File: config.mk
export PLATFORM = sky130hd
export DESIGN_NAME = host_command_decoder_flat
export DESIGN_NICKNAME = d
export VERILOG_FILES = /design/src/rtl/host_command_decoder_if.sv /design/src/rtl/host_command_decoder.sv /design/src/flat_wrapper.sv
export SDC_FILE = /design/constraint.sdc
export NUM_CORES = 1
export LEC_CHECK = 0
export BUFFER_PORTS_ARGS = -buffer_cell sky130_fd_sc_hd__buf_2
export CORE_ASPECT_RATIO = 0.9
export CORE_UTILIZATION = 60
export CTS_BUF_LIST = sky130_fd_sc_hd__clkbuf_4
export DETAILED_ROUTE_END_ITERATION = 8
export GPL_TIMING_DRIVEN = 0
export HOLD_SLACK_MARGIN = 0.15
export PLACE_DENSITY = 0.9
export SLEW_MARGIN = 20
export SYNTH_ARGS = -nofsm -noshare
export SYNTH_HDL_FRONTEND = slang
export SYNTH_SLANG_ARGS = --single-unit
File: constraint.sdc
create_clock -name clk -period 3.2 [get_ports clk]
set_input_delay 0.32 -clock clk [delete_from_list [all_inputs] [get_ports clk]]
set_output_delay 0.32 -clock clk [all_outputs]
set_load 0.02 [all_outputs]
File: src/rtl/host_command_decoder_if.sv
`default_nettype none
// ---------------------------------------------------------------------------
// host_command_decoder_if: UART byte stream in, response byte and register-write strobes out
// Rev 1.0
// ---------------------------------------------------------------------------
interface host_command_decoder_if #(
  parameter int NUM_REGS = 4
);
  logic                rx_valid;
  logic [7:0]          rx_data;
  logic                tx_ready;
  logic                tx_valid;
  logic [7:0]          tx_data;
  logic [NUM_REGS-1:0] write;
  logic [7:0]          write_register;
  logic                frame_error;
  logic                busy;

  modport master (
    output rx_valid, rx_data, tx_ready,
    input  tx_valid, tx_data, write, write_register, frame_error, busy
  );

  modport slave (
    input  rx_valid, rx_data, tx_ready,
    output tx_valid, tx_data, write, write_register, frame_error, busy
  );
endinterface
`default_nettype wire

File: src/rtl/host_command_decoder.sv
`default_nettype none
// ---------------------------------------------------------------------------
// host_command_decoder: parses SYNC/ADDR/DATA/CSUM frames into one-hot register writes plus ACK/NAK
// Rev 1.0
// ---------------------------------------------------------------------------
module host_command_decoder #(
  parameter int         NUM_REGS       = 4,
  parameter int         TIMEOUT_CYCLES = 100000,
  parameter logic [7:0] SYNC_BYTE      = 8'hA5,
  parameter logic [7:0] ACK_BYTE       = 8'h06,
  parameter logic [7:0] NAK_BYTE       = 8'h15
) (
  input  logic                  clk,
  input  logic                  reset,
  host_command_decoder_if.slave bus
);

  localparam int                 CNT_W      = $clog2(TIMEOUT_CYCLES + 1);
  localparam logic [CNT_W-1:0]   C_TIMEOUT  = CNT_W'(TIMEOUT_CYCLES);
  localparam logic [8:0]         C_NUM_REGS = 9'(NUM_REGS);

  typedef enum logic [2:0] {
    S_IDLE = 3'd0,
    S_ADDR = 3'd1,
    S_DATA = 3'd2,
    S_CSUM = 3'd3,
    S_RESP = 3'd4
  } state_e;

  state_e              state_q, state_d;
  logic [CNT_W-1:0]    cnt_q, cnt_d;
  logic [7:0]          addr_q, addr_d;
  logic [7:0]          data_q, data_d;
  logic [NUM_REGS-1:0] write_q, write_d;
  logic [7:0]          wreg_q, wreg_d;
  logic                tx_valid_q, tx_valid_d;
  logic [7:0]          tx_data_q, tx_data_d;
  logic                ferr_q, ferr_d;

  logic [7:0]          w_csum;
  logic                w_addr_ok;
  logic                w_waiting;
  logic                w_timeout;

  assign w_csum    = addr_q + data_q;
  assign w_addr_ok = ({1'b0, addr_q} < C_NUM_REGS);
  assign w_waiting = (state_q == S_ADDR) || (state_q == S_DATA) || (state_q == S_CSUM);
  // A byte landing in the same cycle the limit is reached still counts.
  assign w_timeout = w_waiting && !bus.rx_valid && (cnt_q == C_TIMEOUT);

  always_comb begin
    state_d    = state_q;
    cnt_d      = cnt_q;
    addr_d     = addr_q;
    data_d     = data_q;
    write_d    = '0;
    wreg_d     = wreg_q;
    tx_valid_d = tx_valid_q;
    tx_data_d  = tx_data_q;
    ferr_d     = 1'b0;

    if (w_waiting) begin
      cnt_d = cnt_q + CNT_W'(1);
    end

    case (state_q)
      S_IDLE: begin
        if (bus.rx_valid && (bus.rx_data == SYNC_BYTE)) begin
          state_d = S_ADDR;
          cnt_d   = '0;
        end
      end
      S_ADDR: begin
        if (bus.rx_valid) begin
          addr_d  = bus.rx_data;
          cnt_d   = '0;
          state_d = S_DATA;
        end
      end
      S_DATA: begin
        if (bus.rx_valid) begin
          data_d  = bus.rx_data;
          cnt_d   = '0;
          state_d = S_CSUM;
        end
      end
      S_CSUM: begin
        if (bus.rx_valid) begin
          cnt_d      = '0;
          state_d    = S_RESP;
          tx_valid_d = 1'b1;
          if ((bus.rx_data == w_csum) && w_addr_ok) begin
            for (int i = 0; i < NUM_REGS; i++) begin
              write_d[i] = (addr_q == i[7:0]);
            end
            wreg_d    = data_q;
            tx_data_d = ACK_BYTE;
          end else begin
            ferr_d    = 1'b1;
            tx_data_d = NAK_BYTE;
          end
        end
      end
      S_RESP: begin
        if (tx_valid_q && bus.tx_ready) begin
          tx_valid_d = 1'b0;
          state_d    = S_IDLE;
        end
      end
      default: begin
        state_d = S_IDLE;
      end
    endcase

    if (w_timeout) begin
      state_d = S_IDLE;
      cnt_d   = '0;
      ferr_d  = 1'b1;
    end
  end

  always_ff @(posedge clk) begin
    if (reset) begin
      state_q    <= S_IDLE;
      cnt_q      <= '0;
      addr_q     <= '0;
      data_q     <= '0;
      write_q    <= '0;
      wreg_q     <= '0;
      tx_valid_q <= 1'b0;
      tx_data_q  <= '0;
      ferr_q     <= 1'b0;
    end else begin
      state_q    <= state_d;
      cnt_q      <= cnt_d;
      addr_q     <= addr_d;
      data_q     <= data_d;
      write_q    <= write_d;
      wreg_q     <= wreg_d;
      tx_valid_q <= tx_valid_d;
      tx_data_q  <= tx_data_d;
      ferr_q     <= ferr_d;
    end
  end

  assign bus.tx_valid       = tx_valid_q;
  assign bus.tx_data        = tx_data_q;
  assign bus.write          = write_q;
  assign bus.write_register = wreg_q;
  assign bus.frame_error    = ferr_q;
  assign bus.busy           = (state_q != S_IDLE);

endmodule
`default_nettype wire
File: src/flat_wrapper.sv
// flat-port wrapper written by rule: the top's interface ports become plain ports
module host_command_decoder_flat 
#(
  parameter int         NUM_REGS       = 4,
  parameter int         TIMEOUT_CYCLES = 100000,
  parameter logic [7:0] SYNC_BYTE      = 8'hA5,
  parameter logic [7:0] ACK_BYTE       = 8'h06,
  parameter logic [7:0] NAK_BYTE       = 8'h15
)
  (clk, reset, bus_rx_valid, bus_rx_data, bus_tx_ready, bus_tx_valid, bus_tx_data, bus_write, bus_write_register, bus_frame_error, bus_busy);
  host_command_decoder_if #(.NUM_REGS(NUM_REGS)) bus_i ();
  input  logic clk;
  input  logic reset;
  input wire logic [$bits(bus_i.rx_valid)-1:0] bus_rx_valid;
  input wire logic [$bits(bus_i.rx_data)-1:0] bus_rx_data;
  input wire logic [$bits(bus_i.tx_ready)-1:0] bus_tx_ready;
  output wire logic [$bits(bus_i.tx_valid)-1:0] bus_tx_valid;
  output wire logic [$bits(bus_i.tx_data)-1:0] bus_tx_data;
  output wire logic [$bits(bus_i.write)-1:0] bus_write;
  output wire logic [$bits(bus_i.write_register)-1:0] bus_write_register;
  output wire logic [$bits(bus_i.frame_error)-1:0] bus_frame_error;
  output wire logic [$bits(bus_i.busy)-1:0] bus_busy;
  assign bus_i.rx_valid = bus_rx_valid;
  assign bus_i.rx_data = bus_rx_data;
  assign bus_i.tx_ready = bus_tx_ready;
  assign bus_tx_valid = bus_i.tx_valid;
  assign bus_tx_data = bus_i.tx_data;
  assign bus_write = bus_i.write;
  assign bus_write_register = bus_i.write_register;
  assign bus_frame_error = bus_i.frame_error;
  assign bus_busy = bus_i.busy;
  host_command_decoder #(.NUM_REGS(NUM_REGS), .TIMEOUT_CYCLES(TIMEOUT_CYCLES), .SYNC_BYTE(SYNC_BYTE), .ACK_BYTE(ACK_BYTE), .NAK_BYTE(NAK_BYTE)) u_core (.clk(clk), .reset(reset), .bus(bus_i));
endmodule
After elaboration in Yosys (flattened, before gate mapping)
Index checks and enable logic that the tools add are counted.
Widths: inputs -> output; s select.
- flip-flop bits (word level): 58
- input port bits: 12
- output and inout port bits: 23
- logic and storage cells: 69
- add/subtract/negate cells: 2
- order comparisons: 1
- eq/ne operators: 15
- mux-type cells: 18
- bitwise gates (word level): 3
- reductions and logical operators: 21
- operators by type and width (cell ; number):
    $mux 17 ; 3
    $pmux 17 s2 ; 1
    $add 17x1->17 const B ; 1
    $eq 17x17->1 const B ; 1
    $eq 8x2->1 const B ; 2
    $mux 3 ; 5
    $pmux 3 s5 ; 1
    $add 8x8->8 ; 1
    $eq 8x1->1 const B ; 1
    $eq 8x8->1 ; 1
    $eq 8x8->1 const B ; 1
    $logic_not 8->1 ; 1
    $lt 8x3->1 const B ; 1
    $eq 3x2->1 const B ; 2
    $mux 1 ; 6
    $ne 2x2->1 const B ; 3
    $reduce_and 2->1 ; 3
    $reduce_and 3->1 ; 2
    $logic_and 1x1->1 ; 5
    $mux 5 ; 1
    $reduce_and 5->1 ; 1
    $ne 2x1->1 const B ; 2
    $reduce_or 4->1 ; 1
    $eq 3x1->1 const B ; 1
    other kinds (10) ; 13

Depth between registers and ports, before layout
- word-level depth: 7
- mapped depth: 9
- gate-level depth less buffers: 8

Least setup slack after synthesis
No wires, ideal clock.
- path type: register -> register
- start point: register u_core.data_q[0]
- end point: register u_core.ferr_q (netlist: u_core.bus.frame_error)
- setup time: 0.132 ns
- data arrival time: 2.074 ns
- data required time: 3.068 ns
- path slack: 0.994 ns
- stages on the path, launching flop included: 9
- buffers on the path: 0
- period minus slack after synthesis: 2.206 ns
- path through: dfxtp_1 -> ha_1 -> fa_1 -> a211oi_1 -> o21bai_1 -> a21oi_4 -> xor2_4 -> o31ai_1 -> a21oi_1
- longest elaborated chain between the ends: 7
- ends and longest elaborated chain (item ; line ; RTL):
    start, declared ; host_command_decoder.sv:33 ; logic [7:0] data_q, data_d;
    start signal, assigned ; host_command_decoder.sv:137 ; data_q <= data_d;
    $add 8x8->8 ; host_command_decoder.sv:45 ; assign w_csum = addr_q + data_q;
    $eq 8x8->1 ; host_command_decoder.sv:92 ; if ((bus.rx_data == w_csum) && w_addr_ok) begin
    $logic_and 1x1->1 ; host_command_decoder.sv:92 ;
    $mux 1 ; host_command_decoder.sv:92 ;
    $mux 1 ; host_command_decoder.sv:88 ; if (bus.rx_valid) begin
    $mux 1 ; host_command_decoder.sv:66 ; case (state_q)
    $mux 1 ; host_command_decoder.sv:115 ; if (w_timeout) begin
    end signal, assigned ; host_command_decoder.sv:142 ; ferr_q <= ferr_d;
    end, declared ; host_command_decoder.sv:38 ; logic ferr_q, ferr_d;
Every way passes these cells.
A chain may end at the register's enable or synchronous reset.

Worst setup path in the final report
- start point: register u_core.data_q[0]
- end point: register u_core.wreg_q[4] (netlist: u_core.bus.write_register[4])
- longest elaborated chain between the ends: 4
- ends and longest elaborated chain (item ; line ; RTL):
    $add 8x8->8 ; host_command_decoder.sv:45 ;
    $eq 8x8->1 ; host_command_decoder.sv:92 ;
    $logic_and 1x1->1 ; host_command_decoder.sv:92 ;
    $reduce_and 3->1 (no source line) ; - ;
    end signal, assigned ; host_command_decoder.sv:139 ; wreg_q <= wreg_d;
    end, declared ; host_command_decoder.sv:35 ; logic [7:0] wreg_q, wreg_d;
Every way passes these cells.

==> reports/results.ini <==
[timing]
skew_ns=0.0138
max_freq_mhz=396
finalMaxSlewViolations=0
hold_viol_final=0
finalCriticalPeriod_ns=2.52
worst_slew_pin_slew_ns=0.989
slew_headroom_pct=33.5
min_period_over_period_pct=78.8
setup_violations=0
rsz0062_at_grt=false
timing.setup.tns_ns=0

[pwr]
p_comb_share_pct=6.2
pwr-share-clk_pct=30.5
switching_share_pct=25.9
intPower_mw=0.774
total_power_mw=1.05
power_density_mw_per_mm2=339
power_frac_seq_pct=63.2
power.leakage_nw=1.17
ir_drop_mv=0.200
p_sw_mw=0.271

[synth]
yosysMostFrequentCell=dfxtp_1
yosys_warnings=0
synth_commonest_cells=dfxtp_1, nor2_1, nand2_1, a21oi_1, xnor2_1
synthAdderAreaFrac_pct=4.79
synthXorXnorAreaFrac_pct=11.1
yosysTopAreaCellShare_pct=38.3
synth_compound_area_share_pct=13.4
syn_inst=305
synth_seq_cells=53
synthMuxAreaShare_pct=2.89
synth_edf_count=0
async_reset_ff_share_pct=0
ys_top_cells_by_area=dfxtp_1, xnor2_1, nor2_1, a21oi_1, nand2_1
syn_area_mm2=0.00277
synth_area_leader_cell=dfxtp_1
ys_types=55
yosysSeqAreaShare_pct=38.3
synthSimpleGateAreaFrac_pct=25.3
synth_flop_cell=dfxtp_1
synth_top_family_by_area=simple AND/OR/NAND/NOR gates
synth_area_per_cell_um2=9.09

[grt]
antenna_found_initial=0
track_usage_pct=25.3
grt_max_degree=19
grt_pass1_vias=2002
overflow=0
grt_pass1_wl_mm=9.33

[clock_network]
clkTransAtPathRegs_ns=0.16
cts_buffers=5
clock-sinks=53
cts_resized=0
htreeDepth=2
cts_setup_buffers=0
cts_buffer_depth=2
clk_latency_ns=0.39
cts-root-buf=clkbuf_4
cts_tree=built

[place]
place_congestion=0.924
dp_hpwl_mm=4.42
numPortBuffers=30

[worst_setup_path]
crit_path_frequent_cell=a21oi_1
cp.arrival_ns=2.81
cp_slowest_cell=fa_1
cpPeakStageDelay_ns=0.44
crit_type=reg2reg
start_kind=register
crit_fanout=9
path_buf_inv=0
cpLargestDelayFamily=compound AO/OA/AOI/OAI gates
cp-end-kind=register
worst_ep_required_time_ns=3.49
path_cells=ha_1 > fa_1 > a21o_1 > a21oi_1 > xnor2_1 > nand3_1 > o31ai_1 > a21oi_1

[hold_path]
min-delay-path-class=in2reg

[routing]
routed-via-count=2363
wl_mm=5.97
dr.first_iter.drc_count=150
wire_per_inst_um=14.6
ant_nets=0
viasPerCell=5.78
dr.pass1.iters=5
drc_errors=0

[die]
pin_count=35
die_x_um=73.6
die-area_mm2=0.00490
initial_core_util_pct=62.5
core_mm2=0.00443
die_h_um=66.5
core.rowCount=23

[final_layout]
drive_gt1_share_pct=19.6
diodes=0
fillCellCount=341
regArea_mm2=0.00106
multiInputGateArea_mm2=0.00161
area_delta_synth_final_pct=11.2
fin_nets=368

[outcome]
outcome=completed

[run]
drv_cap=0

[routing by layer]
layer	track usage (%)	wire, um	up-vias
met3	4.24	406	13
met4	11.1	132	0
met2	38.1	2690	97
met5	0	0	-
met1	35.4	2740	1090
li1	-	-	1163
[layout make-up]
class | count | share of cell area [%]
Timing Repair Buffer | 31 | 5.19
Buffer | 16 | 3.08
Sequential cell | 53 | 34.4
Clock buffer | 5 | 1.22
Multi-Input combinational cell | 234 | 52.2
Tap cell | 62 | 2.52
Inverter | 5 | 0.609
Clock inverter | 3 | 0.812
[power by group through the flow]
stage                     Clock, mW  Combinational [mW]  Sequential [mW]
after floorplan                   0              0.0410            0.675
after global placement            0              0.0621            0.675
after detailed placement          0              0.0631            0.675
after CTS                     0.324              0.0642            0.661
after global routing          0.351              0.0698            0.661
final                         0.319              0.0650            0.661
[through the flow]
| step | cells | cell area [um2] | hold WS, ns | utilization [%] | worst slack (ns) |
|---|---|---|---|---|---|
| 6_report | 409 | 3080 | 0.192 | 69.6 | 0.677 |
| 5_1_grt | 409 | 3080 | 0.183 | 69.6 | 0.535 |
| 4_1_cts | 409 | 3080 | 0.175 | 69.6 | 0.693 |
| 3_5_place_dp | 400 | 3010 | 0.457 | 67.9 | 0.714 |
| 3_3_place_gp | 400 | 3010 | 0.449 | 67.9 | 0.746 |
| 2_1_floorplan | 308 | 2780 | 0.435 | - | 0.994 |
[registers in the layout, indices dropped and copies added (netlist names)]
name and cells:
u_core.addr_q 8, u_core.bus.frame_error 1, u_core.bus.tx_data 3, u_core.bus.tx_valid 1, u_core.bus.write 4, u_core.bus.write_register 8, u_core.cnt_q 17, u_core.data_q 8
u_core.state_q 3
[worst register-to-register path: cells and delay by family, from the launching register on]
kind / cells / cell delay [ns]
AOI/OAI and AO/OA: 4 / 0.80
xor gates and xnor gates: 1 / 0.21
adders and majority gates: 2 / 0.70
DFF: 1 / 0.36
and+or+nand+nor: 1 / 0.34
[final timing paths]
check                            endpoint  slack (ns)  depth (start not counted)                          from
min reg2reg  u_core.bus.write_register[0]        0.48                          2  u_core.bus.write_register[0]
max reg2reg  u_core.bus.write_register[4]        0.68                          8              u_core.data_q[0]
min                      u_core.data_q[4]        0.19                          3                bus_rx_data[4]
max          u_core.bus.write_register[4]        0.68                          8              u_core.data_q[0]
[cell families (layout without fill, tap and decap cells)]
kind of cell | count (synthesis) | count (layout)
fa+ha+maj | 10 | 10
xor+xnor | 30 | 30
simple gates | 126 | 126
buf+inv | 21 | 60
other cells | 1 | 4
compound gates | 56 | 56
flops | 53 | 53
mux | 8 | 8
[timing repair]
item                                    4_1_cts  5_1_grt
endpoints found under the setup margin        0        0
hold buffers                                  1        0
endpoints found under the hold margin         1        0
[placed cells by master, fill, tap and decap left out, drive strengths merged, types with 2 or more instances in the layout]
cell type | Yosys | routed
conb | 1 | 4
nor4b | 2 | 2
nor2 | 35 | 35
xnor2 | 17 | 17
a21oi | 28 | 28
nand2 | 31 | 31
o21ai | 5 | 5
dfxtp | 53 | 53
nor4bb | 2 | 2
ha | 9 | 9
o31ai | 9 | 9
and3 | 6 | 6
o21a | 2 | 2
or3 | 3 | 3
nor3 | 11 | 11
nand4 | 13 | 13
xor2 | 13 | 13
o21bai | 2 | 2
clkbuf | 4 | 9
inv | 5 | 6
a21o | 3 | 3
buf | 12 | 42
mux2i | 8 | 8
nand3 | 9 | 9
nand2b | 2 | 2
nor4 | 8 | 8
nand3b | 2 | 2
Note: power is estimated with default switching activity, not from simulation.
